## src/rtl/dac_output_conditioner.sv

```systemverilog
// Two-channel clamp and slew-rate limiter placed ahead of the DAC driver.
// Optional build macro DAC_COND_CLIP_COUNT_EN adds saturating per-channel clip counters (regs 7/8).
module dac_output_conditioner #(
  parameter logic [7:0]  CMD_SET   = 8'h22,
  parameter logic [7:0]  CMD_GET   = 8'h23,
  parameter logic [15:0] STEP_INIT = 16'h0100
) (
  input  logic               clkD,
  input  logic               rst_in,
  input  logic               cmd_trig_in,
  input  logic [15:0]        cmd_addr_in,
  input  logic [15:0]        cmd_data_in,
  output logic [15:0]        cmd_data_out,
  input  logic               in_valid,
  input  logic signed [15:0] DAC0_target,
  input  logic signed [15:0] DAC1_target,
  output logic signed [15:0] DAC0_out,
  output logic signed [15:0] DAC1_out,
  output logic [1:0]         settled_out,
  output logic [1:0]         clip_out
);

  typedef enum logic [1:0] {HALT, RUN, ZERO} state_t;

  state_t state, state_nxt;

  logic [3:0]  idx;
  logic        set_cmd;
  logic        get_cmd;
  logic [15:0] rd_val;
  logic        unused_addr_bits;

  logic signed [15:0] min_r       [2];
  logic signed [15:0] max_r       [2];
  logic [15:0]        step_r      [2];
  logic               run_r;
  logic               zero_req_r;

  logic signed [15:0] tgt_in      [2];
  logic [16:0]        clamp_res   [2];
  logic signed [15:0] latched_r   [2];
  logic signed [15:0] latched_nxt [2];
  logic signed [15:0] out_r       [2];
  logic signed [15:0] out_nxt     [2];
  logic [1:0]         clip_c;
  logic [1:0]         settled_nxt;

`ifdef DAC_COND_CLIP_COUNT_EN
  logic [15:0] clip_cnt [2];
  logic [1:0]  cnt_clr;
`endif

  assign idx              = cmd_addr_in[3:0];
  assign set_cmd          = cmd_trig_in && (cmd_addr_in[15:8] == CMD_SET);
  assign get_cmd          = cmd_trig_in && (cmd_addr_in[15:8] == CMD_GET);
  assign unused_addr_bits = ^cmd_addr_in[7:4];

  assign tgt_in[0] = DAC0_target;
  assign tgt_in[1] = DAC1_target;
  assign DAC0_out  = out_r[0];
  assign DAC1_out  = out_r[1];

  // Returns {clipped, value}; an inverted window (MIN > MAX) always yields MIN.
  function automatic logic [16:0] clamp_f(input logic signed [15:0] v,
                                          input logic signed [15:0] lo,
                                          input logic signed [15:0] hi);
    logic signed [15:0] r;
    if (lo > hi)      r = lo;
    else if (v < lo)  r = lo;
    else if (v > hi)  r = hi;
    else              r = v;
    return {(r != v), r};
  endfunction

  // Distance is taken in 17 bits so a full-scale swing never wraps; a partial
  // step always lands strictly between cur and tgt, so 16-bit math is exact.
  function automatic logic signed [15:0] slew_f(input logic signed [15:0] cur,
                                                input logic signed [15:0] tgt,
                                                input logic [15:0]        step);
    logic signed [16:0] diff;
    logic [16:0]        mag;
    diff = {tgt[15], tgt} - {cur[15], cur};
    mag  = diff[16] ? 17'(-diff) : 17'(diff);
    if (mag <= {1'b0, step}) return tgt;
    else if (diff[16])       return cur - step;
    else                     return cur + step;
  endfunction

  always_comb begin
    state_nxt = state;
    case (state)
      HALT:    if (run_r) state_nxt = RUN;
      RUN:     if (zero_req_r || !run_r) state_nxt = ZERO;
      ZERO: begin
        if (out_r[0] == 16'sd0 && out_r[1] == 16'sd0) begin
          if (!run_r)           state_nxt = HALT;
          else if (!zero_req_r) state_nxt = RUN;
        end
      end
      default: state_nxt = HALT;
    endcase

    for (int i = 0; i < 2; i++) begin
      clamp_res[i]   = clamp_f(tgt_in[i], min_r[i], max_r[i]);
      clip_c[i]      = clamp_res[i][16];
      latched_nxt[i] = (in_valid && state != HALT) ? clamp_res[i][15:0] : latched_r[i];
      case (state)
        RUN:     out_nxt[i] = slew_f(out_r[i], latched_r[i], step_r[i]);
        ZERO:    out_nxt[i] = slew_f(out_r[i], 16'sd0, step_r[i]);
        default: out_nxt[i] = 16'sd0;
      endcase
      settled_nxt[i] = (state_nxt == RUN) && (out_nxt[i] == latched_nxt[i]);
    end
  end

  always_comb begin
    rd_val = 16'h0000;
    case (idx)
      4'd0:    rd_val = min_r[0];
      4'd1:    rd_val = max_r[0];
      4'd2:    rd_val = step_r[0];
      4'd3:    rd_val = min_r[1];
      4'd4:    rd_val = max_r[1];
      4'd5:    rd_val = step_r[1];
      4'd6:    rd_val = {14'b0, zero_req_r, run_r};
`ifdef DAC_COND_CLIP_COUNT_EN
      4'd7:    rd_val = clip_cnt[0];
      4'd8:    rd_val = clip_cnt[1];
`endif
      default: rd_val = 16'h0000;
    endcase
  end

  // Register writes land at the clock edge, so a sample accepted in the same
  // cycle is still clamped against the previous MIN/MAX.
  always_ff @(posedge clkD or posedge rst_in) begin
    if (rst_in) begin
      state        <= HALT;
      run_r        <= 1'b0;
      zero_req_r   <= 1'b0;
      cmd_data_out <= 16'h0000;
      settled_out  <= 2'b00;
      clip_out     <= 2'b00;
      for (int i = 0; i < 2; i++) begin
        min_r[i]     <= 16'sh8000;
        max_r[i]     <= 16'sh7FFF;
        step_r[i]    <= STEP_INIT;
        latched_r[i] <= 16'sd0;
        out_r[i]     <= 16'sd0;
      end
    end else begin
      state       <= state_nxt;
      settled_out <= settled_nxt;
      for (int i = 0; i < 2; i++) begin
        latched_r[i] <= latched_nxt[i];
        out_r[i]     <= out_nxt[i];
      end
      if (in_valid) clip_out <= clip_c;
      if (set_cmd) begin
        case (idx)
          4'd0:    min_r[0]  <= cmd_data_in;
          4'd1:    max_r[0]  <= cmd_data_in;
          4'd2:    step_r[0] <= cmd_data_in;
          4'd3:    min_r[1]  <= cmd_data_in;
          4'd4:    max_r[1]  <= cmd_data_in;
          4'd5:    step_r[1] <= cmd_data_in;
          4'd6: begin
            run_r      <= cmd_data_in[0];
            zero_req_r <= cmd_data_in[1];
          end
          default: ;
        endcase
      end
      if (get_cmd) cmd_data_out <= rd_val;
    end
  end

`ifdef DAC_COND_CLIP_COUNT_EN
  assign cnt_clr = {get_cmd && idx == 4'd8, get_cmd && idx == 4'd7};

  // Read-to-clear wins over saturation; a coincident clamp restarts the count at 1.
  always_ff @(posedge clkD or posedge rst_in) begin
    if (rst_in) begin
      for (int i = 0; i < 2; i++) clip_cnt[i] <= 16'h0000;
    end else begin
      for (int i = 0; i < 2; i++) begin
        if (cnt_clr[i])
          clip_cnt[i] <= (in_valid && clip_c[i]) ? 16'h0001 : 16'h0000;
        else if (in_valid && clip_c[i] && clip_cnt[i] != 16'hFFFF)
          clip_cnt[i] <= clip_cnt[i] + 16'h0001;
      end
    end
  end
`endif

endmodule

```

## config.mk

```make
export PLATFORM = sky130hd
export DESIGN_NAME = dac_output_conditioner
export DESIGN_NICKNAME = d
export VERILOG_FILES = /design/src/rtl/dac_output_conditioner.sv
export SDC_FILE = /design/constraint.sdc
export NUM_CORES = 1
export LEC_CHECK = 0
export ABC_CLOCK_PERIOD_IN_PS = 20400
export CAP_MARGIN = 20
export CELL_PAD_IN_SITES_DETAIL_PLACEMENT = 0
export CELL_PAD_IN_SITES_GLOBAL_PLACEMENT = 1
export CORE_ASPECT_RATIO = 1.1
export CORE_MARGIN = 2
export CORE_UTILIZATION = 35
export CTS_CLUSTER_SIZE = 30
export DETAILED_ROUTE_END_ITERATION = 10
export HOLD_SLACK_MARGIN = 0.03
export PLACE_DENSITY_LB_ADDON = 0.1
export SYNTH_ARGS = -nofsm -noshare
export SYNTH_HDL_FRONTEND = slang
export SYNTH_SLANG_ARGS = --single-unit
```

## constraint.sdc

```tcl
create_clock -name clkD -period 20.4 [get_ports clkD]
set_input_delay 5.1 -clock clkD [delete_from_list [all_inputs] [get_ports clkD]]
set_output_delay 5.1 -clock clkD [all_outputs]
set_load 0.01 [all_outputs]
```

* Word level (Yosys, flattened, before mapping)
Index checks and enable logic that the tools add are counted.
Cells by class: add/sub/neg operators 12, magnitude comparators 10, equality and inequality tests 15, mux-type cells 29, reductions and logical operators 20
Operators by type and width (number):
- 16-bit two-way mux | 16
- 16-bit case mux with 7 select lines | 1
- 17-bit by 16-bit less-or-equal comparator with 1-bit output | 4
- 17-bit two-way mux | 4
- 17-bit negation | 4
- 16-bit > comparator | 4
- 16-bit case mux with 2 select lines | 2
- 1-bit by 16-bit subtractor with 17-bit output (first input constant) | 2
- 16-bit by 16-bit subtractor with 17-bit output | 2
- 16-bit adder | 2
- 16-bit == test | 2
- 16-bit logical NOT | 2
- 16-bit < comparator | 2
- 16-bit != test | 2
- 16-bit subtractor | 2
- 8-bit by 6-bit == test with 1-bit output (second input constant) | 2
- 2-bit AND reduction | 7
- 4-bit by 3-bit == test with 1-bit output (second input constant) | 3
- 2-bit two-way mux | 5
- 4-bit by 2-bit == test with 1-bit output (second input constant) | 2
- 1-bit logical AND | 6
- 2-bit case mux with 3 select lines | 1
- 2-bit by 1-bit == test with 1-bit output (second input constant) | 2
- 4-bit by 1-bit == test with 1-bit output (second input constant) | 1
- other kinds (6) | 6
Word-level totals: bits in registers 184, bits of input ports 68, output and inout bits 52, logic and storage cells 102

* Logic depth before layout (Yosys ltp)
Gate-level depths: netlist (run 1).
word-level depth 8, depth in mapped cells 28, depth with buffers taken out 25

* Worst setup path after synthesis (run 1)
No wires, ideal clock.
path type input port to flip-flop, start point input port DAC0_target[9], end point register settled_out[0], setup time 0.111 ns, data arrival time 8.587 ns, data required time 20.289 ns, slack 11.702 ns, stages 13, path buffers 1, path through ha_1 -> a211o_1 -> o211ai_1 -> a21oi_1 -> o31ai_1 -> clkbuf_1 -> mux2_2 -> mux2i_1 -> o21ai_0 -> a22o_1 -> a2111o_1 -> or4_1 -> a2111oi_2
RTL lines:
- start, declared | RTL line 15 | input logic signed [15:0] DAC0_target,
- end signal, assigned | RTL line 153 | settled_out <= settled_nxt;
- end, declared | RTL line 19 | output logic [1:0] settled_out,

* Final worst setup path (run 1)
start point input port DAC0_target[15], end point register settled_out[0]
Between the ends: word-level cells in the longest chain between the ends 7, elaborated cells on any way between the ends 8, classes of those cells order compare (2); eq/ne (1); mux (4); reduce/logical (1)
Ends and longest elaborated chain:
- 16-bit > comparator | RTL line 70 | else if (v > hi) r = hi;
- 16-bit two-way mux | RTL line 70
- 16-bit two-way mux * | RTL line 69 | else if (v < lo) r = lo;
- 16-bit two-way mux * | RTL line 68 | if (lo > hi) r = lo;
- 16-bit two-way mux * | RTL line 106 | latched_nxt[i] = (in_valid && state != HALT) ? clamp_res[i][15:0] : latched_r[i];
- 16-bit == test * | RTL line 112 | settled_nxt[i] = (state_nxt == RUN) && (out_nxt[i] == latched_nxt[i]);
- 1-bit logical AND * | RTL line 112
- named net settled_nxt[0] | RTL line 46 | logic [1:0] settled_nxt;
Mark *: on every way through the listed nets, which the timed path passes. The rest lies on a longest branch. A chain may end at the register's enable or synchronous reset.

==> key figures, run 1 <==
Power and ir drop
  – Leak: between 0.01 and 0.015 uW
  – Worst IR Drop VDD: 0.08101 mV
  – Total chip power: about 3100 uW
  – Power Density: around 130 mW/mm2

Clock tree
  – CTS tree: done
  – Clock transition at path regs: about 90 ps
  – Number of clock sinks: between 150 and 200
  – Worst skew pair latency: roughly 480 ps
  – Longest Clk Path Bufs: 2
  – H-Tree Depth: 4
  – Postcts setup bufs: 0
  – Root Driver: clkbuf_16
  – Post-cts hold buffer count: 0
  – Clock buffer count from CTS: 17
  – Resized Gates After CTS: 0

Timing
  – Fmax: about 0.10 GHz
  – RSZ-0062 raised after global routing: no
  – Setup Skew: 20.56 ps
  – Slew HR: 0.2725
  – Tightest Pin Transition: roughly 1100 ps
  – Setup violators final: 0
  – Final setup TNS: 0 ps
  – Max Slew Vio Count: 0
  – Min Tclk post-route: slightly below 10,000 ps
  – Final hold vios: 0
  – Fin crit share: 0.4789

Synth
  – Synth warnings: 0
  – Gate Count Post-Synth: between 2k and 3k
  – Post-synth EDFFs: 0
  – Synth Register Bits: 184
  – Prevailing post-synth register cell: dfrtp_1
  – Post-synthesis async set-or-reset flop share: 1.000
  – Unique cell type count in the Yosys netlist: between 80 and 90
  – Synth Area per Inst: 7.833 um2
  – Post-Syn Nets: ~3.0k
  – Register area share after synthesis: 0.2259
  – Cell Area, Synth: roughly 0.02 mm2

Min path
  – Hold crit path type: register to register
  – Hold Path Origin: cmd_data_out[6]
  – Hold EP: cmd_data_out[6]
  – Worst Hold Path Cells: 2

Route
  – Vias: between 20k and 25k
  – DRT Pass-1 Iters: 6
  – Avg WL per Cell: about 25 um
  – Routed WL: 87,980 um
  – Vias/cell: slightly below 6
  – DRT iter0 DRCs: 1,739
  – DRC: 0
  – Antenna Nets Post-Route: 0

Worst setup path
  – R2R depth: 23
  – CP Capture Type: register
  – Slowest CP cell: or4_1
  – Reg2reg end: settled_out[0]
  – Cell Chain, Critical Path: clkdlybuf4s50_1 > ha_1 > inv_1 > or4_1 > o31ai_2 > buf_4 > mux2_2 > mux2i_1 > o21a_1 > o32ai_1 > a211oi_1 > nand4_1 > or4_1 > a2111oi_2
  – Startpoint types: primary input
  – Arrival time worst endpoint: a little over 10,000 ps
  – Setup Crit Path Kind: primary input to register
  – Worst r2r src: DAC0_out[4]
  – CP most frequent cell: or4_1
  – Crit-path max FO: 16
  – WP data required: 20,740 ps
  – CP peak stage delay: ~620 ps
  – Worst reg2reg setup slack: 12,560 ps

Finish
  – Fin util: 0.3989
  – Synthesis-to-layout area growth: 13.07%
  – Leading cell type in the layout, fill and taps excluded: nand2_1
  – Share of cells above drive strength 1: 0.06474
  – Nets: approximately 3k
  – Fillers: ~5.9k
  – Reg area: 0.004647 mm2
  – Most frequent cells in the layout: nand2_1 (330), o21ai_0 (256), ha_1 (256)
  – Multi-input gate area: 0.01489 mm2

Die
  – Initial Util: 0.3528
  – Core ar.: just under 0.06 mm2
  – DIE HEIGHT: between 200 and 300 um
  – Ports: 120
  – Row count: between 90 and 100
  – Die width: roughly 240 um
  – Die area: 0.06073 mm2

Global routing
  – Largest net degree at the start of global routing: about 120
  – GRT Total Usage: 0.2837
  – Grt total ovfl: 0
  – Initial antenna violation count: 2
  – First-pass GRT wire length: about 130,000 um
  – Vias in the first global route: slightly below 20k

Status
  – Status: finished, final reports clean

Placement
  – PortBufs: approximately 120
  – Final Wtd Congestion: 0.9216
  – Placed wire-length estimate: between 70,000 and 80,000 um

Flow run
  – Max-cap viol count: 0
final cells by class:
| class | count | share of cell area |
|---|---|---|
| sequential | 184 | 0.1998 |
| inverter | 187 | 0.03050 |
| antenna | 2 | 0.0002152 |
| multi-input combinational | 2150 | 0.6403 |
| clock buffer | 20 | 0.01964 |
| clock inverter | 12 | 0.006025 |
| timing repair buffer | 150 | 0.06262 |
| tap | 760 | 0.04089 |
where the power goes:
part | leakage, uW | switching (uW) | internal (uW)
clock | 0.000289 | 166 | 189
combinational | 0.00801 | 1400 | 874
sequential | 0.00205 | 96.9 | 406
total | 0.0104 | 1660 | 1470
cell families (layout without fill, tap and decap cells):
logic type	after synthesis	after routing	share of synthesized area
buffers and inverters	292	369	0.05383
other	0	2	0
and+or+nand+nor	855	855	0.1965
muxes	82	82	0.04161
AOI/OAI and AO/OA	767	767	0.2422
adders and majority gates	262	262	0.1616
DFF	184	184	0.2259
xor gates and xnor gates	184	184	0.07835
routing by layer:
layer	track usage	routed length (um)
met1	0.3844	39800
met2	0.4737	41480
met3	0.03100	3882
met4	0.08878	2805
met5	0	0
sequential cells by signal (all words and copies together), names as in the netlist:
| signal | flops |
|---|---|
| zero_req_r | 1 |
| DAC1_out | 16 |
| max_r | 32 |
| cmd_data_out | 16 |
| run_r | 1 |
| latched_r | 32 |
| clip_out | 2 |
| state | 2 |
| settled_out | 2 |
| min_r | 32 |
| DAC0_out | 16 |
| step_r | 32 |
worst max-delay path by stage:
stage | startpoint | endpoint | depth (start not counted)
floorplan | rst_in | DAC0_out[0] | 1
global placement | DAC0_target[9] | settled_out[0] | 15
detailed placement | DAC0_target[9] | settled_out[0] | 15
CTS | DAC0_target[15] | settled_out[0] | 14
global route | DAC0_target[15] | settled_out[0] | 14
finish | DAC0_target[15] | settled_out[0] | 14
critical path, delay by kind of cell:
kind | cells | cell delay (ps)
buffers and inverters | 3 | 940
adders and majority gates | 1 | 370
muxes | 2 | 940
and+or+nand+nor | 3 | 1140
AOI/OAI and AO/OA | 5 | 1620
synth_stat cells (54+ instances only):
cell type / number / area, um2
a21oi_1: 133 / 665.6
clkbuf_1: 95 / 356.6
dfrtp_1: 150 / 3754
ha_1: 256 / 3203
inv_1: 187 / 701.9
mux2i_1: 54 / 540.5
nand2_1: 331 / 1242
nand3_1: 54 / 270.3
nor2_1: 165 / 619.3
nor3_1: 69 / 345.3
o21ai_0: 257 / 1286
xnor2_1: 122 / 1069
xor2_1: 62 / 543.0
metrics by stage:
| step | cell area, um2 | hold slack [ps] | worst slack [ps] | cells |
|---|---|---|---|---|
| detailed placement | 22600 | 478.3 | 10210 | 3428 |
| floorplan | 20570 | 502.0 | 10360 | 2626 |
| finish | 23260 | 492.5 | 10630 | 3465 |
| global route | 23250 | 507.7 | 10460 | 3464 |
| CTS | 23190 | 493.7 | 10730 | 3460 |
| global placement | 22580 | 469.1 | 10190 | 3427 |
Power figures use the tool's default switching activity.
==> inputs of run 2 (changes only) <==
--- a/config.mk
+++ b/config.mk
@@ -5,7 +5,7 @@
 export SDC_FILE = /design/constraint.sdc
 export NUM_CORES = 1
 export LEC_CHECK = 0
-export ABC_CLOCK_PERIOD_IN_PS = 20400
+export ABC_CLOCK_PERIOD_IN_PS = 9900
 export CAP_MARGIN = 20
 export CELL_PAD_IN_SITES_DETAIL_PLACEMENT = 0
 export CELL_PAD_IN_SITES_GLOBAL_PLACEMENT = 1
==> constraint.sdc (replaced) <==
create_clock -name clkD -period 9.9 [get_ports clkD]
set_input_delay 2.475 -clock clkD [delete_from_list [all_inputs] [get_ports clkD]]
set_output_delay 2.475 -clock clkD [all_outputs]
set_load 0.01 [all_outputs]
==> run 2 against run 1 <==
- sequential power is 110% higher
- first-iteration DRC count decreased by 11%
- clock skew is 7.4 ps lower
- sequential share of layout area hardly changed
- global-route usage rose by 0.084 points
- utilization hardly changed
- via count fell by 0.58%
- design area hardly changed
- power increased by 100%
- setup slack worse by 8400 ps
- critical path type is now register to register
==> key figures, run 2 (synthesis gave the netlist of run 1 again) <==
Route
  – Routed wl met3: slightly above 3000 um
  – Avg WL per Cell: around 25 um
  – Vias: just over 20k
  – Wl on met1: around 40,000 um
  – DRC: 0
  – Antenna Nets Post-Route: 0
  – Vias/cell: roughly 5.8
  – DRT Pass-1 Iters: 6
  – DR top layer: met4
  – Routed WL: just under 90,000 um
  – DRT iter0 DRCs: 1,546
  – WL met2: 41,610 um

Die
  – DIE HEIGHT: around 260 um
  – Die area: between 0.06 and 0.07 mm2
  – Ports: 120
  – Initial Util: 0.3528
  – Core ar.: around 0.06 mm2
  – Die width: roughly 240 um
  – Row count: 93

Timing
  – Fin crit share: 0.7712
  – Final hold vios: 0
  – Min Tclk post-route: about 7600 ps
  – Setup violators final: 0
  – RSZ-0062 raised after global routing: no
  – Fmax: about 0.13 GHz
  – Tightest Pin Transition: roughly 1200 ps
  – Slew HR: 0.2122
  – Hold slack final: 487.4 ps
  – Max Slew Vio Count: 0
  – Setup Skew: ~13 ps
  – Final setup TNS: 0 ps

Clock tree
  – Number of clock sinks: around 180
  – Clock buffer count from CTS: 17
  – Worst skew pair latency: roughly 480 ps
  – H-Tree Depth: 4
  – Root Driver: clkbuf_16
  – Longest Clk Path Bufs: 2
  – Resized Gates After CTS: 0
  – Clock transition at path regs: roughly 90 ps
  – Post-cts hold buffer count: 0
  – Postcts setup bufs: 0
  – CTS tree: done

Finish
  – Synthesis-to-layout area growth: 13.02%
  – Share of cells above drive strength 1: 0.06474
  – Leading cell type in the layout, fill and taps excluded: nand2_1
  – Nets: 3,020
  – Ant diodes: 0
  – Most frequent cells in the layout: nand2_1 (330), o21ai_0 (256), ha_1 (256)
  – Fin util: 0.3988
  – Fillers: approximately 6.0k
  – Post-Layout Inst Area: between 0.02 and 0.025 mm2

Placement
  – Final Wtd Congestion: 0.9650
  – PortBufs: 115
  – Placed cell area: roughly 0.023 mm2
  – Placed wire-length estimate: 70,450 um

Global routing
  – Vias in the first global route: between 15k and 20k
  – First-pass GRT wire length: between 100,000 and 150,000 um
  – Initial antenna violation count: 4
  – Largest net degree at the start of global routing: 139
  – GRT Total Usage: 0.2846
  – Grt total ovfl: 0

Worst setup path
  – Worst r2r src: DAC0_out[9]
  – Cell Chain, Critical Path: inv_1 > ha_1 > a211oi_1 > nor2_1 > a311o_1 > a211oi_1 > buf_4 > or2_1 > o21ai_0 > xnor2_1 > ha_1 > nand2_1 > nor4_1 > o31ai_1 > a31oi_1 > buf_4 > inv_1 > o21ai_1 > a211oi_1 > mux2i_1 > a2111o_1 > or4_1 > a2111oi_2
  – CP Launch Point: DAC0_out[9]
  – Crit-path max FO: 15
  – CP peak stage delay: 650 ps
  – Arrival time worst endpoint: 7980 ps
  – Startpoint types: register
  – CP Capture Type: register
  – CP most frequent cell: a211oi_1
  – Slowest CP cell: dfrtp_1
  – Setup Crit Path Kind: register to register
  – WP data required: approximately 10,000 ps

Power and ir drop
  – Worst IR Drop VDD: ~0.14 mV
  – Total chip power: 6398 uW
  – Leak: between 0.01 and 0.015 uW
  – Power Density: between 200 and 300 mW/mm2

Min path
  – Hold Path Origin: cmd_data_out[4]
  – Hold crit path type: register to register

Flow run
  – Max-cap viol count: 0

Status
  – Status: finished, final reports clean
## run 2: worst paths after layout
kind / to / slack, ps / cells past startpoint
worst min-delay path: cmd_data_out[4] / 490 / 2
min in group asynchronous: settled_out[0] / 2670 / 2
worst max-delay path: settled_out[0] / 2260 / 23
worst max register to register: settled_out[0] / 2260 / 23
max in group asynchronous: min_r[3] / 6020 / 3
worst min register to register: cmd_data_out[4] / 490 / 2
## run 2: routing by layer
layer	vias to the layer above	track usage
li1	9689	-
met1	9875	0.3747
met2	537	0.4815
met3	125	0.03025
met4	0	0.1057
met5	-	0
## run 2: worst max-delay path: cells and delay by family (launching register included)
family                   cells  cell delay (ps)
AO/OA/AOI/OAI               10             3050
AND/OR/NAND/NOR              5             1900
adder cells (fa/ha/maj)      2              770
buffers and inverters        4              720
flip-flops                   1              650
XOR/XNOR                     1              180
multiplexers                 1              180
## run 2: layout make-up
type / instances / area (um2) / area share
Multi-Input combinational cell: 2150 / 14890 / 0.6406
Clock buffer: 18 / 439.2 / 0.01889
Timing Repair Buffer: 150 / 1473 / 0.06335
Inverter: 187 / 709.4 / 0.03052
Sequential cell: 184 / 4647 / 0.1999
Tap cell: 760 / 950.9 / 0.04090
Clock inverter: 14 / 136.4 / 0.005867
## run 2: report_power, final
group / internal (uW) / switching, uW / leakage [uW]
clock network: 340 / 373 / 0.000271
logic: 1790 / 2850 / 0.00802
registers: 837 / 205 / 0.00205
total: 2970 / 3430 / 0.0103
## run 2: stage by stage
stage                     instances  setup slack [ps]
final                          3463              2265
after global routing           3463              1829
after CTS                      3457              2385
after detailed placement       3425              2251
after global placement         3424              2269
after floorplan                2626              2481
